===== config.mk =====
export PLATFORM = sky130hd
export DESIGN_NAME = multicycle_control_unit
export DESIGN_NICKNAME = d
export VERILOG_FILES = /design/src/rtl/multicycle_control_unit.sv
export SDC_FILE = /design/constraint.sdc
export NUM_CORES = 1
export LEC_CHECK = 0
export BUFFER_PORTS_ARGS = -buffer_cell sky130_fd_sc_hd__buf_2
export CAP_MARGIN = 20
export CORE_UTILIZATION = 50
export DETAILED_ROUTE_END_ITERATION = 7
export PLACE_DENSITY = 0.75
export SLEW_MARGIN = 15
export SYNTH_ARGS = -nofsm -noshare
export SYNTH_HDL_FRONTEND = slang
export SYNTH_SLANG_ARGS = --single-unit

===== constraint.sdc =====
create_clock -name clock -period 6.1 [get_ports clock]
set_clock_uncertainty 0.2 [all_clocks]
set_input_delay 0.305 -clock clock [delete_from_list [all_inputs] [get_ports clock]]
set_output_delay 0.305 -clock clock [all_outputs]
set_load 0.1 [all_outputs]

===== src/rtl/multicycle_control_unit.sv =====
// Multicycle sequencer for the RV32 SiMPLE core: walks each instruction through
// fetch/decode/execute/memory/writeback and drives the datapath strobes and selects.
module multicycle_control_unit #(
    parameter int BUS_TIMEOUT = 255
) (
    input  logic       clock,
    input  logic       reset,
    input  logic [6:0] opcode,
    input  logic       branch_taken,
    input  logic       bus_ready,
    output logic       bus_req,
    output logic       bus_write,
    output logic       addr_sel,
    output logic       ir_write,
    output logic       old_pc_write,
    output logic       pc_write,
    output logic [1:0] pc_src,
    output logic [1:0] alu_src_a,
    output logic [1:0] alu_src_b,
    output logic [1:0] alu_op,
    output logic       reg_write,
    output logic [1:0] wb_sel,
    output logic       inst_retired,
    output logic       trap,
    output logic [1:0] trap_cause,
    output logic [2:0] state
);
    // Bus handshake: an access is held (bus_req=1 with bus_write/addr_sel stable)
    // until a cycle with bus_ready=1 completes it; bus_ready is ignored while bus_req=0.

    typedef enum logic [2:0] {
        S_RESET     = 3'd0,
        S_FETCH     = 3'd1,
        S_DECODE    = 3'd2,
        S_EXECUTE   = 3'd3,
        S_MEMORY    = 3'd4,
        S_WRITEBACK = 3'd5,
        S_TRAP      = 3'd7
    } state_t;

    localparam logic [6:0] OP_LOAD     = 7'b0000011;
    localparam logic [6:0] OP_STORE    = 7'b0100011;
    localparam logic [6:0] OP_OP_IMM   = 7'b0010011;
    localparam logic [6:0] OP_OP       = 7'b0110011;
    localparam logic [6:0] OP_LUI      = 7'b0110111;
    localparam logic [6:0] OP_AUIPC    = 7'b0010111;
    localparam logic [6:0] OP_BRANCH   = 7'b1100011;
    localparam logic [6:0] OP_JAL      = 7'b1101111;
    localparam logic [6:0] OP_JALR     = 7'b1100111;
    localparam logic [6:0] OP_MISC_MEM = 7'b0001111;
    localparam logic [6:0] OP_SYSTEM   = 7'b1110011;

    localparam logic [15:0] TO_LIMIT = 16'(BUS_TIMEOUT);

    state_t      state_q, state_d;
    logic [15:0] to_cnt;
    logic [1:0]  cause_q, cause_d;
    logic        to_hit;

    // A zero limit disables the timeout entirely.
    assign to_hit     = (TO_LIMIT != 16'd0) && (to_cnt == TO_LIMIT);
    assign state      = state_q;
    assign trap       = (state_q == S_TRAP);
    assign trap_cause = cause_q;

    function automatic logic legal_op(input logic [6:0] op);
        case (op)
            OP_LOAD, OP_STORE, OP_OP_IMM, OP_OP, OP_LUI, OP_AUIPC,
            OP_BRANCH, OP_JAL, OP_JALR, OP_MISC_MEM, OP_SYSTEM: legal_op = 1'b1;
            default:                                            legal_op = 1'b0;
        endcase
    endfunction

    always_ff @(posedge clock or negedge reset) begin
        if (!reset) begin
            state_q <= S_RESET;
            to_cnt  <= 16'd0;
            cause_q <= 2'd0;
        end else begin
            state_q <= state_d;
            cause_q <= cause_d;
            if (!bus_req || bus_ready)
                to_cnt <= 16'd0;
            else if (to_cnt != 16'hFFFF)
                to_cnt <= to_cnt + 16'd1;
        end
    end

    always_comb begin
        state_d      = state_q;
        cause_d      = cause_q;
        bus_req      = 1'b0;
        bus_write    = 1'b0;
        addr_sel     = 1'b0;
        ir_write     = 1'b0;
        old_pc_write = 1'b0;
        pc_write     = 1'b0;
        pc_src       = 2'd0;
        alu_src_a    = 2'd0;
        alu_src_b    = 2'd0;
        alu_op       = 2'd0;
        reg_write    = 1'b0;
        wb_sel       = 2'd0;
        inst_retired = 1'b0;

        case (state_q)
            S_RESET: state_d = S_FETCH;
            S_FETCH: begin
                bus_req = 1'b1;
                if (bus_ready) begin
                    ir_write     = 1'b1;
                    old_pc_write = 1'b1;
                    pc_write     = 1'b1;
                    state_d      = S_DECODE;
                end else if (to_hit) begin
                    state_d = S_TRAP;
                    cause_d = 2'd2;
                end
            end
            S_DECODE: begin
                if (legal_op(opcode)) begin
                    state_d = S_EXECUTE;
                end else begin
                    state_d = S_TRAP;
                    cause_d = 2'd1;
                end
            end
            S_EXECUTE: begin
                state_d = S_WRITEBACK;
                case (opcode)
                    OP_LOAD, OP_STORE: begin
                        alu_src_b = 2'd1;
                        state_d   = S_MEMORY;
                    end
                    OP_OP:     alu_op = 2'd1;
                    OP_OP_IMM: begin
                        alu_src_b = 2'd1;
                        alu_op    = 2'd1;
                    end
                    OP_LUI: begin
                        alu_src_a = 2'd2;
                        alu_src_b = 2'd1;
                    end
                    OP_AUIPC: begin
                        alu_src_a = 2'd1;
                        alu_src_b = 2'd1;
                    end
                    OP_BRANCH: begin
                        alu_op       = 2'd2;
                        pc_write     = branch_taken;
                        pc_src       = 2'd1;
                        inst_retired = 1'b1;
                        state_d      = S_FETCH;
                    end
                    OP_JAL: begin
                        pc_write = 1'b1;
                        pc_src   = 2'd1;
                    end
                    OP_JALR: begin
                        alu_src_b = 2'd1;
                        pc_write  = 1'b1;
                        pc_src    = 2'd2;
                    end
                    default: begin
                        inst_retired = 1'b1;
                        state_d      = S_FETCH;
                    end
                endcase
            end
            S_MEMORY: begin
                bus_req   = 1'b1;
                addr_sel  = 1'b1;
                bus_write = (opcode == OP_STORE);
                if (bus_ready) begin
                    if (opcode == OP_STORE) begin
                        inst_retired = 1'b1;
                        state_d      = S_FETCH;
                    end else begin
                        state_d = S_WRITEBACK;
                    end
                end else if (to_hit) begin
                    state_d = S_TRAP;
                    cause_d = 2'd2;
                end
            end
            S_WRITEBACK: begin
                reg_write    = 1'b1;
                inst_retired = 1'b1;
                if (opcode == OP_LOAD)
                    wb_sel = 2'd1;
                else if (opcode == OP_JAL || opcode == OP_JALR)
                    wb_sel = 2'd2;
                state_d = S_FETCH;
            end
            S_TRAP:  state_d = S_TRAP;
            default: state_d = S_RESET;
        endcase
    end
endmodule


# Yosys cells after proc, flatten, opt, wreduce, memory -nomap -nowiden

Cells that the tools add are included.

Latch bits: 0
Memory bits (read-only): 0
Bits in writable memories: 0
Register bits after elaboration: 21
Logic and storage cells: 81
Memories: 0

Reduce and logical (&&, ||, !) cells: 17
Magnitude comparators: 0
Add/subtract/negate cells: 1
Shift-type cells: 0
Mux-type cells: 38
Bitwise operators: 0
Eq/ne operators: 22
Multipliers: 0
Div/mod/pow operators: 0

Operators with widths:

| kind                    | number |
|---|---|
| $mux W16                | 2 |
| $eq A7 B7 Y1 const B    | 4 |
| $eq A7 B6 Y1 const B    | 3 |
| $mux W2                 | 9 |
| $pmux W3 S6             | 1 |
| $add A16 B1 Y16 const B | 1 |
| $eq A16 B8 Y1 const B   | 1 |
| $ne A16 B16 Y1 const B  | 1 |
| $pmux W2 S2             | 4 |
| $mux W3                 | 5 |
| $eq A7 B5 Y1 const B    | 2 |
| $mux W1                 | 13 |
| $reduce_or A2 Y1        | 6 |
| $reduce_or A6 Y1        | 2 |
| $reduce_or A11 Y1       | 1 |
| $eq A3 B3 Y1 const B    | 3 |
| $reduce_or A8 Y1        | 1 |
| $eq A7 B2 Y1 const B    | 1 |
| $eq A7 B4 Y1 const B    | 1 |
| $eq A3 B2 Y1 const B    | 2 |
| $pmux W3 S2             | 1 |
| $ne A2 B2 Y1 const B    | 2 |
| $pmux W1 S2             | 2 |
| $reduce_and A4 Y1       | 1 |
| other kinds (7)         | 9 |

# Depth between registers and ports, before layout

Depth in word-level cells: 6
Gate-level depth with buffers: 6

# Worst setup path before layout

Ideal clock, no wire load.

Kind: register -> output
Start point: register state_q[0] (netlist: state[0])
End point: output port pc_write
Path slack: 0.987 ns
Buffers on the path: 1
Arrival time: 4.608 ns
Required time: 5.595 ns
Cell stages (with the launch flop): 5
Path through: dfrtp_1 > buf_4 > nand2b_1 > nor3b_1 > o21bai_1

Word-level cells in the longest chain between the ends: 2

Ends and longest elaborated chain:

| item                                         | line | text |
|---|---|---|
| start: declaration                           | 55   | `state_t state_q, state_d;` |
| start signal: assignment                     | 80   | `state_q <= state_d;` |
| $eq A3 B2 Y1 or $eq A3 B1 Y1 (tied branches) | 106  | `case (state_q)` |
| $pmux W1 S2 *                                | 106  |  |
| end: declaration                             | 16   | `output logic pc_write,` |

Mark *: on every way between the ends. The rest lies on a longest branch, timed or not.

# Worst setup path in the final report

Start point: register state_q[1] (netlist: state[1])
End point: output port alu_src_a[0]

Word-level cells in the longest chain between the ends: 2

Ends and longest elaborated chain:

| item             | line | text |
|---|---|---|
| $eq A3 B2 Y1     | 106  |  |
| $mux W2          | 106  |  |
| end: declaration | 18   | `output logic [1:0] alu_src_a,` |

No other way between the ends.

==> flow_summary.toml <==
[place]
gp_congestion = 0.897
hpwl_mm = 2.65
place_ws_ns = 3.59
port-buffer-count = 33

[finish]
syn2layout_area_growth_pct = 13.7
fin_nets = 219
fill_cells = 261
antenna_cells = 0
drive_gt1_frac = 0.194

[synthesis]
yosys.area.top_type_share = 0.361
syn_inst = 176
synth_ff_type = "dfrtp_1"
syn_avg_cell_area_sq_um = 8.27
yosysSeqAreaShare = 0.361
netlist_area_sq_um = 1460
ys_types = 47
synth_fp_nets = 188
synth_common_cells = "21 x dfrtp_1, 19 x nor2_1, 12 x a21oi_1, 11 x nand2_1"
synth_edf_count = 0
synthArstFlopShare = 1.00
synth_area_leader_cell = "dfrtp_1"
yosysMostFrequentCell = "dfrtp_1"
synth.ff_latch_count = 21
ys_warn_count = 0
netlist_top_cells_area = "dfrtp_1 36%, nor2_1 4.9%, a21oi_1 4.1%, nor3_1 3.1%, o21ai_0 3.1%"

[worst_setup_path]
end_kind = "primary output"
cp_cell_sequence = "nand3b_1 -> or2_1 -> or3_1 -> nor3b_1 -> buf_2"
max_stage_delay_ns = 0.59
reg2reg_depth = 5
r2r_setup_slack_ns = 3.86
required_ns = 5.59
crit_family = "simple AND/OR/NAND/NOR gates"
critPathKind = "reg -> out"
crit_buf_inv = 1
r2r-end = "to_cnt[1]"
crit_path_max_fanout = 16
start_kind = "flip-flop"
critPathArrivalTime_ns = 2.37
reg2reg_from = "to_cnt[0]"
crit_path_top_delay_cell = "dfrtp_1"

[route]
vias_per_cell = 6.20
drtAntennaViolNets = 0
first_pass_iters = 4
drcViolationCount = 0
vias = 1470
wl_mm = 3.52
wl_per_cell_microns = 14.8
drtIter0Drc = 68

[sta]
maxSlewHeadroom = 0.624
finalWorstSetupSlack_ns = 3.23
whs_ns = 0.238
drv_slew = 0
setup_viol = 0
grt_setup_unrepaired = "no"
finalCriticalPeriod_ns = 2.87
fmax_mhz = 348
tightest_slew_ns = 0.560
fin_crit_sh = 0.471
hold_violations = 0
finalSetupTns_ns = 0

[outcome]
status = "finished clean"

[floorplan]
die_area_sq_um = 3130
die_w_microns = 55.9
die_h_microns = 55.9
start_util = 0.528
core_sq_um = 2760
core.rowCount = 19
ios = 35

[clock_network]
cts_resized = 0
clk_latency_ns = 0.30
cts_root_buf = "clkbuf_4"
clock_sinks = 21
cts_buffers = 3
clk_pin_slew_ns = 0.11
cts_buffer_depth = 2
tritoncts = "done"
htreeDepth = 1

[power_and_ir_drop]
sw_frac_of_total = 0.603
power_switching_uw = 367
clockPowerShare = 0.108
pwr-share-seq = 0.294
power_uw = 609
combPwrFrac = 0.599
power.density_nw_per_um2 = 368
p_int_uw = 242
ir_drop_mv = 0.456
p_leak_nw = 0.751

[grt]
antenna_found_initial = 0
track_usage = 0.243
overflow = 0
grt_pass1_vias = 1275
grt_pass1_wl_mm = 6.06
grt_max_degree = 22

[job]
cap_violations = 0

[hold_path]
worstHoldEndpoint = "state[0]"
hold_path_class = "in -> reg"
hp-start = "bus_ready"
min_path_cells = 3
[cells by family after synthesis]
kind of cell	after synthesis	synth area share
AO/OA/AOI/OAI	41	0.178
other	1	0.00258
flip-flops	21	0.361
buffers and inverters	14	0.0447
adder cells (fa/ha/maj)	1	0.00860
AND/OR/NAND/NOR	93	0.374
XOR/XNOR	4	0.0241
multiplexers	1	0.00688
[cells in the final DEF (no fill, tap or decap), types with 4 or more instances in the layout]
| master | count |
|---|---|
| buf_2 | 33 |
| a21oi_1 | 12 |
| or3_1 | 7 |
| nor3_1 | 9 |
| dfrtp_1 | 21 |
| inv_1 | 6 |
| nand3_1 | 7 |
| a31oi_1 | 4 |
| nor2_1 | 19 |
| nand2_1 | 11 |
| and3_1 | 5 |
| o21ai_0 | 9 |
| nand2b_1 | 4 |
| nand4_1 | 5 |
| or4_1 | 5 |
[through the flow]
step / cells / utilization / cell area [sq um]
detailed placement: 232 / 0.586 / 1620
global route: 237 / 0.600 / 1650
finish: 237 / 0.600 / 1650
global placement: 232 / 0.586 / 1620
floorplan: 176 / - / 1460
CTS: 237 / 0.600 / 1650
[worst min-delay path: stages]
cell and delay [ns]:
buf_2 0.15, o21bai_1 0.15, a31oi_1 0.09
[power by group through the flow]
stage | registers, mW | logic, mW | clock network (mW)
2_1_floorplan | 0.225 | 0.268 | 0
3_3_place_gp | 0.180 | 0.357 | 0
3_5_place_dp | 0.181 | 0.363 | 0
4_1_cts | 0.179 | 0.365 | 0.0683
5_1_grt | 0.183 | 0.383 | 0.0732
6_report | 0.179 | 0.364 | 0.0655
[worst max-delay path by stage]
stage             start           end  slack (ns)  depth (start not counted)
5_1_grt        state[1]  alu_src_a[0]        3.02                          5
3_5_place_dp   state[1]  alu_src_a[0]        3.59                          5
2_1_floorplan  state[0]      pc_write        0.99                          4
6_report       state[1]  alu_src_a[0]        3.23                          5
4_1_cts        state[1]  alu_src_a[0]        3.23                          5
3_3_place_gp   state[1]  alu_src_a[0]        3.64                          5
[sequential cells by signal, indices dropped and copies added (netlist names)]
| register | flops |
|---|---|
| to_cnt | 16 |
| state | 3 |
| trap_cause | 2 |
[metal layers]
| metal | part of all wire | track usage |
|---|---|---|
| met1 | 0.48 | 0.351 |
| met2 | 0.47 | 0.389 |
| met3 | 0.044 | 0.0326 |
| met4 | 0.0051 | 0.0557 |
| met5 | 0 | 0 |
[layout make-up]
cell class / count / area, sq um / share of cell area
clock inverter: 1 / 5.00 / 0.00303
clock buffer: 3 / 22.5 / 0.0136
multi-input combinational: 141 / 865 / 0.523
inverter: 6 / 22.5 / 0.0136
sequential: 21 / 526 / 0.318
tap: 31 / 38.8 / 0.0234
timing repair buffer: 34 / 175 / 0.106
[timing repair]
action                                 in CTS  in global routing
setup buffers                               0                  0
hold buffers                                1                  0
endpoints found under the hold margin      21                  0
(Power assumes the default switching activity.)
